`src/rtl/step_record_player_if.sv`:
```
// rtl/step_record_player_if.sv - FIFO read-side bundle between command FIFO and record player
interface step_record_player_if #(
  parameter int WORD_SIZE = 8
) ();
  logic                 fifo_empty;
  logic [WORD_SIZE-1:0] fifo_data;
  logic                 fifo_read_en;

  // FIFO side: supplies empty flag and read data, receives the pop strobe
  modport master (
    output fifo_empty,
    output fifo_data,
    input  fifo_read_en
  );

  // Player side: consumes bytes one pop at a time
  modport slave (
    input  fifo_empty,
    input  fifo_data,
    output fifo_read_en
  );
endinterface

```
`src/rtl/step_record_player.sv`:
```
// rtl/step_record_player.sv - replays 4-byte motion records as step/dir pulse bursts (optional abort input: STEP_ABORT_EN)
module step_record_player #(
  parameter int WORD_SIZE = 8,
  parameter int AXES      = 4,
  parameter int PRESCALE  = 4
) (
  input  logic                 clk,
  input  logic                 rst_n,
`ifdef STEP_ABORT_EN
  input  logic                 abort,
`endif
  step_record_player_if.slave  fifo,
  output logic [AXES-1:0]      step,
  output logic [AXES-1:0]      dir,
  output logic                 busy,
  output logic                 underrun,
  output logic [7:0]           records_done
);

  localparam int PW = (PRESCALE > 1) ? $clog2(PRESCALE) : 1;
  localparam logic [PW-1:0] PRE_RELOAD = PW'(PRESCALE - 1);

  typedef enum logic [2:0] {
    IDLE, REQ, CAP, LOAD, RUN_LO, RUN_HI, DONE
  } state_t;

  state_t                   state;
  logic [1:0]               idx;
  logic [WORD_SIZE-1:0]     rec [4];
  logic [2*WORD_SIZE-1:0]   count;
  logic [WORD_SIZE-1:0]     half;
  logic [PW-1:0]            presc;

  // Record fields are read straight from the captured bytes; they stay
  // stable from LOAD until the next fetch overwrites them.
  logic [WORD_SIZE-1:0]     h_eff;
  logic [AXES-1:0]          mask;
  logic                     tick;

  assign h_eff = (rec[3] == '0) ? WORD_SIZE'(1) : rec[3];
  assign mask  = rec[0][AXES-1:0];
  assign tick  = (presc == '0);

  // Pop is decoded from REQ so the byte is on fifo_data during the CAP cycle.
  assign fifo.fifo_read_en = (state == REQ) && !fifo.fifo_empty;

  // Record fetch, timing and pulse generation state machine
  always_ff @(posedge clk or negedge rst_n) begin
    if (!rst_n) begin
      state        <= IDLE;
      idx          <= '0;
      for (int i = 0; i < 4; i++) rec[i] <= '0;
      count        <= '0;
      half         <= '0;
      presc        <= '0;
      step         <= '0;
      dir          <= '0;
      busy         <= 1'b0;
      underrun     <= 1'b0;
      records_done <= '0;
    end else begin
`ifdef STEP_ABORT_EN
      if (abort && state != IDLE) begin
        state <= IDLE;
        step  <= '0;
        busy  <= 1'b0;
      end else begin
`else
      begin
`endif
        case (state)
          IDLE: begin
            if (!fifo.fifo_empty) begin
              state <= REQ;
              idx   <= '0;
              busy  <= 1'b1;
            end
          end
          REQ: begin
            if (!fifo.fifo_empty) begin
              state <= CAP;
            end else if (idx != 2'd0) begin
              underrun <= 1'b1;
            end
          end
          CAP: begin
            rec[idx] <= fifo.fifo_data;
            if (idx == 2'd3) begin
              state <= LOAD;
            end else begin
              idx   <= idx + 2'd1;
              state <= REQ;
            end
          end
          LOAD: begin
            dir   <= rec[0][4 +: AXES];
            count <= {rec[2], rec[1]};
            half  <= h_eff;
            presc <= PRE_RELOAD;
            state <= ({rec[2], rec[1]} == '0) ? DONE : RUN_LO;
          end
          RUN_LO, RUN_HI: begin
            presc <= tick ? PRE_RELOAD : presc - PW'(1);
            if (tick) begin
              if (half == WORD_SIZE'(1)) begin
                half <= h_eff;
                if (state == RUN_LO) begin
                  state <= RUN_HI;
                  step  <= mask;
                end else begin
                  step  <= '0;
                  count <= count - 1'b1;
                  state <= (count == (2*WORD_SIZE)'(1)) ? DONE : RUN_LO;
                end
              end else begin
                half <= half - WORD_SIZE'(1);
              end
            end
          end
          DONE: begin
            records_done <= records_done + 8'd1;
            busy         <= 1'b0;
            step         <= '0;
            state        <= IDLE;
          end
          default: state <= IDLE;
        endcase
      end
    end
  end

endmodule

```
`src/flat_wrapper.sv`:
```
// flat-port wrapper written by rule: the top's interface ports become plain ports
module step_record_player_flat 
#(
  parameter int WORD_SIZE = 8,
  parameter int AXES      = 4,
  parameter int PRESCALE  = 4
)
  (clk, rst_n, step, dir, busy, underrun, records_done, fifo_fifo_empty, fifo_fifo_data, fifo_fifo_read_en);
  step_record_player_if #(.WORD_SIZE(WORD_SIZE)) fifo_i ();
  input  logic clk;
  input  logic rst_n;
  output logic [AXES-1:0] step;
  output logic [AXES-1:0] dir;
  output logic busy;
  output logic underrun;
  output logic [7:0] records_done;
  input wire logic [$bits(fifo_i.fifo_empty)-1:0] fifo_fifo_empty;
  input wire logic [$bits(fifo_i.fifo_data)-1:0] fifo_fifo_data;
  output wire logic [$bits(fifo_i.fifo_read_en)-1:0] fifo_fifo_read_en;
  assign fifo_i.fifo_empty = fifo_fifo_empty;
  assign fifo_i.fifo_data = fifo_fifo_data;
  assign fifo_fifo_read_en = fifo_i.fifo_read_en;
  step_record_player #(.WORD_SIZE(WORD_SIZE), .AXES(AXES), .PRESCALE(PRESCALE)) u_core (.clk(clk), .rst_n(rst_n), .fifo(fifo_i), .step(step), .dir(dir), .busy(busy), .underrun(underrun), .records_done(records_done));
endmodule
```
`config.mk`:
```
export PLATFORM = sky130hd
export DESIGN_NAME = step_record_player_flat
export DESIGN_NICKNAME = d
export VERILOG_FILES = /design/src/rtl/step_record_player_if.sv /design/src/rtl/step_record_player.sv /design/src/flat_wrapper.sv
export SDC_FILE = /design/constraint.sdc
export NUM_CORES = 1
export LEC_CHECK = 0
export ABC_AREA = 0
export CAP_MARGIN = 20
export CORE_MARGIN = 3
export CORE_UTILIZATION = 58
export DETAILED_ROUTE_END_ITERATION = 6
export HOLD_SLACK_MARGIN = 0.08
export PLACE_DENSITY = 0.84
export SYNTH_ARGS = -nofsm -noshare
export SYNTH_HDL_FRONTEND = slang
export SYNTH_SLANG_ARGS = --single-unit
```
`constraint.sdc`:
```
create_clock -name clk -period 2.65 [get_ports clk]
set_input_delay 0.3975 -clock clk [delete_from_list [all_inputs] [get_ports clk]]
set_output_delay 0.3975 -clock clk [all_outputs]
set_load 0.05 [all_outputs]
```
[Yosys cells after proc, flatten, opt, wreduce, memory -nomap -nowiden]
Index checks and enable logic that the tools add are counted.
Storage, ports and cells
  register bits: 81
  input port bits: 11
Cells by class
  multiplexer cells: 31
  add/sub/neg operators: 5
  equal/unequal tests: 15
  reductions and logical operators: 20
  bitwise logic cells: 1
  $lt $le $gt $ge: 2
Operator list (number)
  16-bit two-way mux: 3
  32-bit bitwise mux: 1
  8-bit two-way mux: 4
  16-bit one-hot mux with 2 select lines: 1
  8-bit demux with 2-bit select: 1
  16-bit by 1-bit equality test with 1-bit output, second input constant: 1
  16-bit zero test: 1
  8-bit one-hot mux with 2 select lines: 1
  16-bit by 1-bit subtractor with 16-bit output, second input constant: 1
  3-bit two-way mux: 5
  3-bit one-hot mux with 5 select lines: 1
  2-bit two-way mux: 6
  4-bit two-way mux: 3
  2-bit nonzero test: 5
  3-bit equality test, second input constant: 3
  3-bit AND reduction: 3
  8-bit by 1-bit adder with 8-bit output, second input constant: 1
  8-bit by 1-bit equality test with 1-bit output, second input constant: 1
  8-bit zero test: 1
  2-bit inequality test, second input constant: 4
  2-bit one-hot mux with 2 select lines: 2
  4-bit one-hot mux with 2 select lines: 1
  4-bit AND reduction: 2
  8-bit by 1-bit subtractor with 8-bit output, second input constant: 1
  other kinds (17): 21

[Logic depth before layout (Yosys ltp)]
  depth after elaboration: 6
  mapped depth: 8

[Worst setup path after synthesis]
Ideal clock, no wire load.
  path kind: register to output
  from: register u_core.state[1]
  to: output port fifo_fifo_read_en
  cell stages (with the launch flop): 5
  slack: 410 ps
  arrival: 1843 ps
  path through: dfrtp_1 > clkbuf_1 > inv_1 > nand2_1 > nor3_1
Between the ends
  longest elaborated chain between the ends: 2
Ends and longest elaborated chain
  start: declaration: line step_record_player.sv:27  | state_t state;
  start signal: assignment: line step_record_player.sv:100  | state <= ({rec[2], rec[1]} == '0) ? DONE : RUN_LO;
  start signal: assignment: line step_record_player.sv:113  | state <= (count == (2*WORD_SIZE)'(1)) ? DONE : RUN_LO;
  3-bit by 1-bit equality test with 1-bit output: line step_record_player.sv:45  | assign fifo.fifo_read_en = (state == REQ) && !fifo.fifo_empty;
  1-bit logical AND: line step_record_player.sv:45
  end: declaration: line flat_wrapper.sv:19  | output wire logic [$bits(fifo_i.fifo_read_en)-1:0] fifo_fifo_read_en;
Every way passes these cells.

[Worst setup path in the final report]
  from: register u_core.half[1]
  to: register u_core.count[2]
Between the ends
  longest elaborated chain between the ends: 3
Ends and longest elaborated chain
  start: declaration: line step_record_player.sv:31  | logic [WORD_SIZE-1:0] half;
  start signal: assignment: line step_record_player.sv:116  | half <= half - WORD_SIZE'(1);
  8-bit by 1-bit equality test with 1-bit output: line step_record_player.sv:105  | if (half == WORD_SIZE'(1)) begin
  2-bit by 1-bit inequality test with 1-bit output (no line)
  4-bit AND reduction (no line)
  end signal: assignment: line step_record_player.sv:97  | count <= {rec[2], rec[1]};
  end signal: assignment: line step_record_player.sv:112  | count <= count - 1'b1;
  end: declaration: line step_record_player.sv:30  | logic [2*WORD_SIZE-1:0] count;
Every way passes these cells.
A chain may end at the register's enable or synchronous reset.

==> results.toml <==
[die]
start_util = 0.613
fp.coreArea_mm2 = 0.00653
io_pins = 30
design.die.area_mm2 = 0.00794
rows = 29
dieHeight_um = 89.1
die_w_um = 89.1

[timing]
setup_tns_ps = 0
fmax_ghz = 0.429
finalClockSkew_ps = 8.32
hold_slack_ps = 457
fin_ws_ps = 316
setup_viol = 0
slew_violations = 0
tightest_slew_ps = 698
fin_crit_sh = 0.881
rsz0062_at_grt = "false"
hold_viol = 0
relSlewSlack = 0.530
fin_crit_ps = 2330

[layout]
num_antenna_cells = 0
synthToLayoutAreaGrowth_pct = 14.7
final_nets = 436
drive_gt1_frac = 0.157
fin_util = 0.703
fillerInstances = 466

[power_and_ir_drop]
powerDensity_mw_per_mm2 = 1150
vdd_ir_drop_max_mv = 0.794
p_leak_nw = 2.04

[placed_design]
place_ws_ps = 363
portBuffers = 29
gp_congestion = 0.854
hpwl_um = 6190

[clock_network]
clk_pin_slew_ps = 80
post_cts_resized = 0
numCtsBuffers = 9
insertion_delay_ps = 350
cts_tree = "built"
htreeDepth = 3
clockBufferDepth = 2
cts_root_buffer = "clkbuf_8"
clkSinkCount = 81

[run_status]
outcome = "completed"

[logic_synthesis]
yosysSeqAreaShare = 0.506
synth_top_cell_by_area = "dfrtp_1"
synthFlopType = "dfrtp_1"
ys_seq_elements = 81
ys_types = 53
synthCells = 384
async_flop_share = 1.00
synth_edf_count = 0
synth_area_per_cell_um2 = 10.4
syn_area_mm2 = 0.00400
synth_top_area_frac = 0.506
yosys_warnings = 0
synthesis.nets = 405
synth.area.top_cells = "dfrtp_1, mux2_2, nand2_1"

[min_path]
hp-class = "in -> async"

[detailed_routing]
drt-initial-drc-count = 214
route.met2.wl_um = 4230
maxUsedRoutingLayer = "met4"
ant_nets = 0
route.detailed.drc = 0
wire_per_inst_um = 18.0
wl_met1_um = 4080
vias_per_cell = 6.22
wl_um = 8960
dr.pass1.iters = 5
vias = 3090
route.met3.wl_um = 500

[flow_run]
cap_violations = 0

[setup_path]
critPathLaunchType = "flop"
path_cells = "inv_1, ha_1, nor4b_4, a21oi_1, or3_1, o21ai_0, o21ai_0"
endpoint_kind = "flop"
required_ps = 2860
crit-reg2reg-capture = "u_core.count[2]"
crit_slowest_cell = "or3_1"
path_max_fanout = 21
ff2ff_setup_slack_ps = 320
max_stage_delay_ps = 690
rr_worst_depth = 7
path_common_cell = "o21ai_0"
r2r_start = "u_core.half[1]"
cp.arrival_ps = 2540
criticalPathCategory = "reg -> reg"

[global_route]
antenna_found_initial = 0
gr-total-overflow = 0
grt_use_total = 0.242
grt_pass1_wl_um = 14600
grt_start_max_net_pins = 82
grt_pass1_vias = 3012
==> synth_stat cells (3+ instances only) <==
cell	n
dfrtp_1	81
nand2_1	36
mux2_2	33
nor2_1	28
o21ai_0	24
a21oi_1	22
inv_1	17
clkbuf_1	14
nor4_1	13
nor3_1	11
ha_1	10
nand3_1	7
and3_1	6
mux2i_1	5
o211ai_1	5
xnor2_1	5
xor2_1	5
a2bb2oi_1	4
nand3b_1	4
a221o_1	3
a22oi_1	3
a31oi_1	3
buf_2	3
or3_1	3
or4_1	3
or4_4	3
==> through the flow <==
stage	instances	area, um2	total power [mW]
after global routing	497	4590	5.60
after floorplan	384	4000	3.70
after global placement	479	4370	4.28
after detailed placement	479	4370	4.37
after CTS	495	4550	5.25
final	497	4590	5.27
==> critical path: cells and delay by family, from the launching register on <==
kind / cells / cell delay [ps]
compound gates: 3 / 580
flops: 1 / 400
buf+inv: 1 / 100
simple gates: 2 / 950
fa+ha+maj: 1 / 160
==> cells by family (layout without fill, tap and decap cells) <==
group           after synthesis  in the layout  synth area share
simple gates                128            128             0.170
compound gates               82             82             0.132
flops                        81             81             0.506
mux                          38             38             0.105
buf+inv                      35             71            0.0337
fa+ha+maj                    10             10            0.0313
xor+xnor                     10             10            0.0219
==> per-layer routing <==
| metal | track usage | vias up |
|---|---|---|
| met5 | 0 | - |
| met4 | 0.0880 | 0 |
| met1 | 0.333 | 1506 |
| met2 | 0.379 | 110 |
| met3 | 0.0516 | 22 |
| li1 | - | 1452 |
==> state kept, by name (all words and copies together), names as in the netlist <==
register,count
u_core.rec,28
u_core.count,16
u_core.half,8
u_core.records_done,8
u_core.dir,4
u_core.mask,4
u_core.step,4
u_core.state,3
u_core.idx,2
u_core.presc,2
u_core.busy,1
u_core.underrun,1
==> final cells by class <==
cell class	instances	area, um2	share of cell area
inverters	17	63.8	0.0139
multi-input cells	268	1840	0.401
clock inverters	5	56.3	0.0123
repair buffers	38	375	0.0817
clock buffers	11	131	0.0286
well taps	77	96.3	0.0210
flip-flops and latches	81	2030	0.441
==> power by group <==
group | switching (mW) | internal, mW
sequential | 0.482 | 1.69
combinational | 1.28 | 0.940
clock | 0.447 | 0.435
==> how the worst max path moves through the flow <==
stage	startpoint	endpoint	slack (ps)	cells past startpoint
4_1_cts	u_core.half[1]	u_core.count[13]	340	7
6_report	u_core.half[1]	u_core.count[2]	320	7
2_1_floorplan	u_core.state[1]	fifo_fifo_read_en	410	4
3_3_place_gp	u_core.count[0]	u_core.count[12]	420	7
5_1_grt	u_core.half[1]	u_core.count[5]	60	7
3_5_place_dp	u_core.count[0]	u_core.count[12]	360	7
==> cells in the final DEF (no fill, tap or decap), types with 5 or more instances in the layout <==
cell             synthesis  layout
dfrtp_1                 81      81
nand2_1                 36      36
mux2_2                  33      33
nor2_1                  28      28
clkdlybuf4s50_1          0      27
o21ai_0                 24      24
a21oi_1                 22      22
inv_1                   17      17
nor4_1                  13      13
nor3_1                  11      11
ha_1                    10      10
clkbuf_8                 0       9
buf_4                    0       9
nand3_1                  7       7
and3_1                   6       6
xor2_1                   5       5
o211ai_1                 5       5
xnor2_1                  5       5
mux2i_1                  5       5
==> repair_timing <==
item                                    CTS  global route
endpoints found under the hold margin     0            18
hold buffers                              0             1
endpoints found under the setup margin    0             0
buffers inserted                          0             0
Note: power is estimated with default switching activity, not from simulation.
